File: src/rtl/sha_host_ctrl_if.sv
// sha_host_ctrl_if
//   Bundles every non-clock, non-reset signal of the SHA-256 host controller.
//   The signal names match the controller's external pin names.
//   - master: the controller side (sha_host_ctrl).
//   - slave : the environment side (command source, core, output memory,
//     digest sink).
//   Signal groups:
//     command : cmd_valid, cmd_ready, cmd_msg_length, cmd_err, busy
//     core    : host__dut__go, host__dut__msg_length, dut__host__finish
//     out mem : host__dom__address, host__dom__enable, host__dom__write,
//               dom__host__data
//     digest  : dig_valid, dig_ready, dig_data, dig_last
//   Handshake rule for cmd_* and dig_*:
//     - A transfer happens on a rising clock edge where valid and ready are
//       both high.
//     - The producer holds valid and its payload steady until that transfer.
interface sha_host_ctrl_if #(
    parameter int OUTPUT_LENGTH      = 8,
    parameter int MAX_MESSAGE_LENGTH = 55
);
    localparam int AW = $clog2(OUTPUT_LENGTH);
    localparam int LW = $clog2(MAX_MESSAGE_LENGTH) + 1;

    logic          cmd_valid;
    logic          cmd_ready;
    logic [LW-1:0] cmd_msg_length;
    logic          cmd_err;
    logic          busy;

    logic          host__dut__go;
    logic [LW-1:0] host__dut__msg_length;
    logic          dut__host__finish;

    logic [AW-1:0] host__dom__address;
    logic          host__dom__enable;
    logic          host__dom__write;
    logic [31:0]   dom__host__data;

    logic          dig_valid;
    logic          dig_ready;
    logic [31:0]   dig_data;
    logic          dig_last;

    modport master (
        input  cmd_valid, cmd_msg_length, dut__host__finish, dom__host__data, dig_ready,
        output cmd_ready, cmd_err, busy, host__dut__go, host__dut__msg_length,
               host__dom__address, host__dom__enable, host__dom__write,
               dig_valid, dig_data, dig_last
    );

    modport slave (
        output cmd_valid, cmd_msg_length, dut__host__finish, dom__host__data, dig_ready,
        input  cmd_ready, cmd_err, busy, host__dut__go, host__dut__msg_length,
               host__dom__address, host__dom__enable, host__dom__write,
               dig_valid, dig_data, dig_last
    );
endinterface

File: src/rtl/sha_host_ctrl.sv
// sha_host_ctrl
//   Host-side controller for the SHA-256 core. It performs one hash run per
//   accepted command:
//     1. Accept a command carrying the message length.
//     2. Pulse the core's go and present the latched length.
//     3. Wait for a fresh rising edge of the core's finish.
//     4. Read the OUTPUT_LENGTH digest words from the output data memory.
//     5. Stream those words out over a valid/ready port, H0 first.
//   Ports:
//     clk          rising-edge clock
//     reset        asynchronous, active-low; forces IDLE and zeroes all outputs
//     bus          sha_host_ctrl_if.master (command, core, output memory,
//                  digest stream)
//     dbg_state_o  current FSM state
module sha_host_ctrl #(
    parameter int OUTPUT_LENGTH      = 8,
    parameter int MAX_MESSAGE_LENGTH = 55
) (
    input  logic                    clk,
    input  logic                    reset,
    sha_host_ctrl_if.master         bus,
    output logic [2:0]              dbg_state_o
);
    localparam int AW = $clog2(OUTPUT_LENGTH);
    localparam int LW = $clog2(MAX_MESSAGE_LENGTH) + 1;

    typedef enum logic [2:0] {
        S_IDLE     = 3'd0,
        S_START    = 3'd1,
        S_WAIT_FIN = 3'd2,
        S_RD_REQ   = 3'd3,
        S_RD_WAIT  = 3'd4,
        S_SEND     = 3'd5
    } state_t;

    state_t        state_q, state_d;
    logic [AW-1:0] idx_q, idx_d;
    logic [LW-1:0] len_q, len_d;
    logic [31:0]   data_q, data_d;
    logic          err_q, err_d;
    logic          finish_q;
    // Holds cmd_ready low until the first edge after reset is released.
    logic          ready_en_q;

    logic finish_rise;
    logic last_word;
    logic len_legal;

    // A finish level left over from an earlier run is not a new completion.
    // Only a 0->1 transition counts.
    assign finish_rise = bus.dut__host__finish && !finish_q;
    assign last_word   = (idx_q == AW'(OUTPUT_LENGTH - 1));
    assign len_legal   = (bus.cmd_msg_length != '0) &&
                         (bus.cmd_msg_length <= LW'(MAX_MESSAGE_LENGTH));

    always_ff @(posedge clk or negedge reset) begin
        if (!reset) begin
            state_q    <= S_IDLE;
            idx_q      <= '0;
            len_q      <= '0;
            data_q     <= '0;
            err_q      <= 1'b0;
            finish_q   <= 1'b0;
            ready_en_q <= 1'b0;
        end else begin
            state_q    <= state_d;
            idx_q      <= idx_d;
            len_q      <= len_d;
            data_q     <= data_d;
            err_q      <= err_d;
            finish_q   <= bus.dut__host__finish;
            ready_en_q <= 1'b1;
        end
    end

    always_comb begin
        state_d = state_q;
        idx_d   = idx_q;
        len_d   = len_q;
        data_d  = data_q;
        err_d   = 1'b0;
        case (state_q)
            S_IDLE: begin
                if (ready_en_q && bus.cmd_valid) begin
                    if (len_legal) begin
                        len_d   = bus.cmd_msg_length;
                        idx_d   = '0;
                        state_d = S_START;
                    end else begin
                        // An illegal command is consumed and only flagged.
                        err_d = 1'b1;
                    end
                end
            end
            S_START:    state_d = S_WAIT_FIN;
            S_WAIT_FIN: if (finish_rise) state_d = S_RD_REQ;
            S_RD_REQ:   state_d = S_RD_WAIT;
            S_RD_WAIT: begin
                // The memory returns data one cycle after enable.
                data_d  = bus.dom__host__data;
                state_d = S_SEND;
            end
            S_SEND: begin
                if (bus.dig_ready) begin
                    if (last_word) begin
                        state_d = S_IDLE;
                    end else begin
                        idx_d   = idx_q + AW'(1);
                        state_d = S_RD_REQ;
                    end
                end
            end
            default: state_d = S_IDLE;
        endcase
    end

    // Outputs decode from registered state only. Reset therefore drives
    // them to zero immediately.
    assign bus.cmd_ready             = ready_en_q && (state_q == S_IDLE);
    assign bus.cmd_err               = err_q;
    assign bus.busy                  = (state_q != S_IDLE);
    assign bus.host__dut__go         = (state_q == S_START);
    assign bus.host__dut__msg_length = len_q;
    assign bus.host__dom__enable     = (state_q == S_RD_REQ);
    assign bus.host__dom__address    = (state_q == S_RD_REQ) ? idx_q : '0;
    assign bus.host__dom__write      = 1'b0;
    assign bus.dig_valid             = (state_q == S_SEND);
    assign bus.dig_data              = data_q;
    assign bus.dig_last              = (state_q == S_SEND) && last_word;
    assign dbg_state_o               = state_q;
endmodule

File: src/flat_wrapper.sv
// flat-port wrapper written by rule: the top's interface ports become plain ports
module sha_host_ctrl_flat 
#(
    parameter int OUTPUT_LENGTH      = 8,
    parameter int MAX_MESSAGE_LENGTH = 55
)
  (clk, reset, dbg_state_o, bus_cmd_valid, bus_cmd_msg_length, bus_dut__host__finish, bus_dom__host__data, bus_dig_ready, bus_cmd_ready, bus_cmd_err, bus_busy, bus_host__dut__go, bus_host__dut__msg_length, bus_host__dom__address, bus_host__dom__enable, bus_host__dom__write, bus_dig_valid, bus_dig_data, bus_dig_last);
  sha_host_ctrl_if #(.OUTPUT_LENGTH(OUTPUT_LENGTH), .MAX_MESSAGE_LENGTH(MAX_MESSAGE_LENGTH)) bus_i ();
  input  logic clk;
  input  logic reset;
  output logic [2:0] dbg_state_o;
  input wire logic [$bits(bus_i.cmd_valid)-1:0] bus_cmd_valid;
  input wire logic [$bits(bus_i.cmd_msg_length)-1:0] bus_cmd_msg_length;
  input wire logic [$bits(bus_i.dut__host__finish)-1:0] bus_dut__host__finish;
  input wire logic [$bits(bus_i.dom__host__data)-1:0] bus_dom__host__data;
  input wire logic [$bits(bus_i.dig_ready)-1:0] bus_dig_ready;
  output wire logic [$bits(bus_i.cmd_ready)-1:0] bus_cmd_ready;
  output wire logic [$bits(bus_i.cmd_err)-1:0] bus_cmd_err;
  output wire logic [$bits(bus_i.busy)-1:0] bus_busy;
  output wire logic [$bits(bus_i.host__dut__go)-1:0] bus_host__dut__go;
  output wire logic [$bits(bus_i.host__dut__msg_length)-1:0] bus_host__dut__msg_length;
  output wire logic [$bits(bus_i.host__dom__address)-1:0] bus_host__dom__address;
  output wire logic [$bits(bus_i.host__dom__enable)-1:0] bus_host__dom__enable;
  output wire logic [$bits(bus_i.host__dom__write)-1:0] bus_host__dom__write;
  output wire logic [$bits(bus_i.dig_valid)-1:0] bus_dig_valid;
  output wire logic [$bits(bus_i.dig_data)-1:0] bus_dig_data;
  output wire logic [$bits(bus_i.dig_last)-1:0] bus_dig_last;
  assign bus_i.cmd_valid = bus_cmd_valid;
  assign bus_i.cmd_msg_length = bus_cmd_msg_length;
  assign bus_i.dut__host__finish = bus_dut__host__finish;
  assign bus_i.dom__host__data = bus_dom__host__data;
  assign bus_i.dig_ready = bus_dig_ready;
  assign bus_cmd_ready = bus_i.cmd_ready;
  assign bus_cmd_err = bus_i.cmd_err;
  assign bus_busy = bus_i.busy;
  assign bus_host__dut__go = bus_i.host__dut__go;
  assign bus_host__dut__msg_length = bus_i.host__dut__msg_length;
  assign bus_host__dom__address = bus_i.host__dom__address;
  assign bus_host__dom__enable = bus_i.host__dom__enable;
  assign bus_host__dom__write = bus_i.host__dom__write;
  assign bus_dig_valid = bus_i.dig_valid;
  assign bus_dig_data = bus_i.dig_data;
  assign bus_dig_last = bus_i.dig_last;
  sha_host_ctrl #(.OUTPUT_LENGTH(OUTPUT_LENGTH), .MAX_MESSAGE_LENGTH(MAX_MESSAGE_LENGTH)) u_core (.clk(clk), .reset(reset), .bus(bus_i), .dbg_state_o(dbg_state_o));
endmodule
File: config.mk
export PLATFORM = sky130hd
export DESIGN_NAME = sha_host_ctrl_flat
export DESIGN_NICKNAME = d
export VERILOG_FILES = /design/src/rtl/sha_host_ctrl_if.sv /design/src/rtl/sha_host_ctrl.sv /design/src/flat_wrapper.sv
export SDC_FILE = /design/constraint.sdc
export NUM_CORES = 1
export LEC_CHECK = 0
export ABC_CLOCK_PERIOD_IN_PS = 2500
export BUFFER_PORTS_ARGS = -buffer_cell sky130_fd_sc_hd__buf_2
export CORE_UTILIZATION = 49
export DETAILED_ROUTE_END_ITERATION = 10
export GPL_TIMING_DRIVEN = 0
export PLACE_DENSITY = 0.84
export SYNTH_ARGS = -nofsm -noshare
export SYNTH_HDL_FRONTEND = slang
export SYNTH_SLANG_ARGS = --single-unit
export TNS_END_PERCENT = 100
File: constraint.sdc
create_clock -name clk -period 2.5 [get_ports clk]
set_clock_uncertainty 0.15 [all_clocks]
set_input_delay 0.25 -clock clk [delete_from_list [all_inputs] [get_ports clk]]
set_output_delay 0.25 -clock clk [all_outputs]
set_load 0.05 [all_outputs]
==> out/metrics.csv <==
metric,value,unit
outcome,"complete, but fails checks",
violations,negative hold slack,
syn_area,0.00208,mm^2
timing.rr.end,u_core.bus.dig_data[14]$_DFFE_PN0P_,
routabilityCongestion,0.715,
overflow,0,
cts_buffer_depth,2,
synth_edf_count,0,
initial_core_util,51.5,%
fmax,0.496,GHz
ios,97,
rows,23,
synth_warnings,0,
synth-adder-area-share,1.21,%
final_nets,295,
cts_resized,0,
synthToLayoutAreaGrowth,32.5,%
grt_pass1_vias,1319,
cts_tree,yes,
die_width,67.1,um
reg2reg_setup_slack,0.64,ns
num-fill-cells,311,
htreeDepth,2,
synth.avg_cell_area,14.2,um^2
setup_viol,0,
setup_tns,0,ns
final_common_cell,buf_2,
grt_antenna_before_repair,0,
crit_path_end_kind,primary output,
drt_iter0_drc,46,
fin_crit,2.02,ns
drtPass1Iterations,2,
worst_slack,0.484,ns
drc,0,
cts_buffers,5,
cts_setup_buffers,0,
synth_compound_area_share,4.52,%
syn_inst,146,
layout_common_cells,"buf_2, dfrtp_1, mux2_1, clkbuf_8",
synth-main-ff-cell,dfrtp_1,
core,0.00403,mm^2
cp_max_fo,10,
start_kind,flip-flop,
reg2reg_from,u_core.dbg_state_o[1]$_DFFE_PN0P_,
n_antenna_cell,0,
grt_usage,17.6,%
root_buffer,clkbuf_8,
ys_types,32,
grt_max_degree,49,
place_ws,0.609,ns
synth-seq-cells,48,
drv_slew,0,
synthXorXnorAreaFrac,0,%
worst_pin_slew,1.02,ns
clk_pin_slew,0.08,ns
synthArstFlopShare,100,%
arrival,1.62,ns
routed_wl,3690,um
hold_path.class,in -> async,
vias,1420,
yosysSeqAreaShare,57.9,%
synth_top_family_by_area,multiplexers,
grt_setup_unrepaired,false,
grt_pass1_wl,5910,um
drive_gt1_share,49.6,%
synth_mux_area_share,23.2,%
slew_headroom,32.3,%
setup.worst_path.class,reg -> out,
timing.hold.ws,-0.0206,ns
drtAntennaViolNets,0,
hold_viol_final,48,
ff2ff_path_depth,4,
die-area,0.00450,mm^2
max_cap_viol_count,0,
clock_latency,0.29,ns
yosys.area_share.simple,9.22,%
drt-wirelength-per-cell,12.3,um
dp_hpwl,2790,um
io_buffers,95,
die_h,67.1,um
viasPerCell,4.73,
clock-sinks,48,
syn_nets,192,
required,2.10,ns
finalCritPeriodShare,80.6,%
-- synth_stat cells, types with 3 or more instances --
| library cell | number | area share, % |
|---|---|---|
| inv_1 | 6 | 1.1 |
| buf_2 | 3 | 0.72 |
| nor2_1 | 4 | 0.72 |
| and2_1 | 6 | 1.8 |
| mux2_4 | 6 | 4.3 |
| mux2_1 | 33 | 18 |
| nand2_1 | 6 | 1.1 |
| dfrtp_1 | 48 | 58 |
-- final cells by class --
type	count	area (um^2)	share of cell area [%]
Buffer	7	52.6	1.91
Sequential cell	48	1200	43.7
Tap cell	50	62.6	2.27
Clock buffer	7	96.3	3.50
Inverter	6	22.5	0.819
Clock inverter	1	30.0	1.09
Multi-Input combinational cell	85	800	29.1
Timing Repair Buffer	96	485	17.7
-- routing by layer --
layer / global-route usage (%) / vias to the layer above / wire length, um
met5: 0 / - / 0
met4: 6.38 / 0 / 27
met3: 4.79 / 4 / 315
met2: 29.1 / 68 / 1690
met1: 21.8 / 639 / 1650
li1: - / 709 / -
-- registers in the layout, summed over array words and instances, names as in the netlist --
name and flops:
u_core.idx_q 3, u_core.dbg_state_o 3, u_core.bus.host__dut__msg_length 7, u_core.bus.cmd_err 1, u_core.ready_en_q 1, u_core.bus.dig_data 32
u_core.finish_q 1
-- worst max path at each step --
stage	cells past startpoint	end	slack, ns	start
after global placement	5	u_core.bus.host__dut__msg_length[2]$_DFFE_PN0P_	0.63	bus_cmd_msg_length[1]
final	5	bus_dig_last	0.48	u_core.dbg_state_o[1]$_DFFE_PN0P_
after detailed placement	5	u_core.bus.host__dut__msg_length[2]$_DFFE_PN0P_	0.61	bus_cmd_msg_length[1]
after global routing	5	bus_dig_last	0.39	u_core.dbg_state_o[1]$_DFFE_PN0P_
after CTS	5	bus_dig_last	0.47	u_core.dbg_state_o[1]$_DFFE_PN0P_
after floorplan	2	bus_host__dut__go	0.09	u_core.dbg_state_o[0]$_DFFE_PN0P_
-- cell families (layout without fill, tap and decap cells) --
group | after synthesis | after routing
simple gates | 28 | 28
mux | 41 | 41
compound gates | 12 | 12
other cells | 2 | 2
buf+inv | 13 | 117
flops | 48 | 48
fa+ha+maj | 2 | 2
-- stage by stage --
step	util (%)	instance area (um^2)	hold slack, ns	instances
final	68.3	2750	-0.0206	300
after global placement	64.9	2610	0.233	291
after CTS	68.3	2750	0.00719	300
after floorplan	-	2080	-0.196	146
after detailed placement	64.9	2610	0.237	291
after global routing	68.3	2750	0.00544	300
-- worst max-delay path, cell delays in order (launching register included) --
cell and delay, ns:
dfrtp_1 0.38, buf_4 0.17, nand3b_1 0.22, inv_1 0.16
and2_1 0.14, buf_2 0.25
-- repair_timing --
| action | in CTS | in global routing |
|---|---|---|
| endpoints found under the hold margin | 1 | 0 |
| endpoints found under the setup margin | 0 | 0 |
| hold buffers | 1 | 0 |
Power is not shown: default switching activity piles up to over one toggle a cycle in this logic, so the estimate is an artifact.
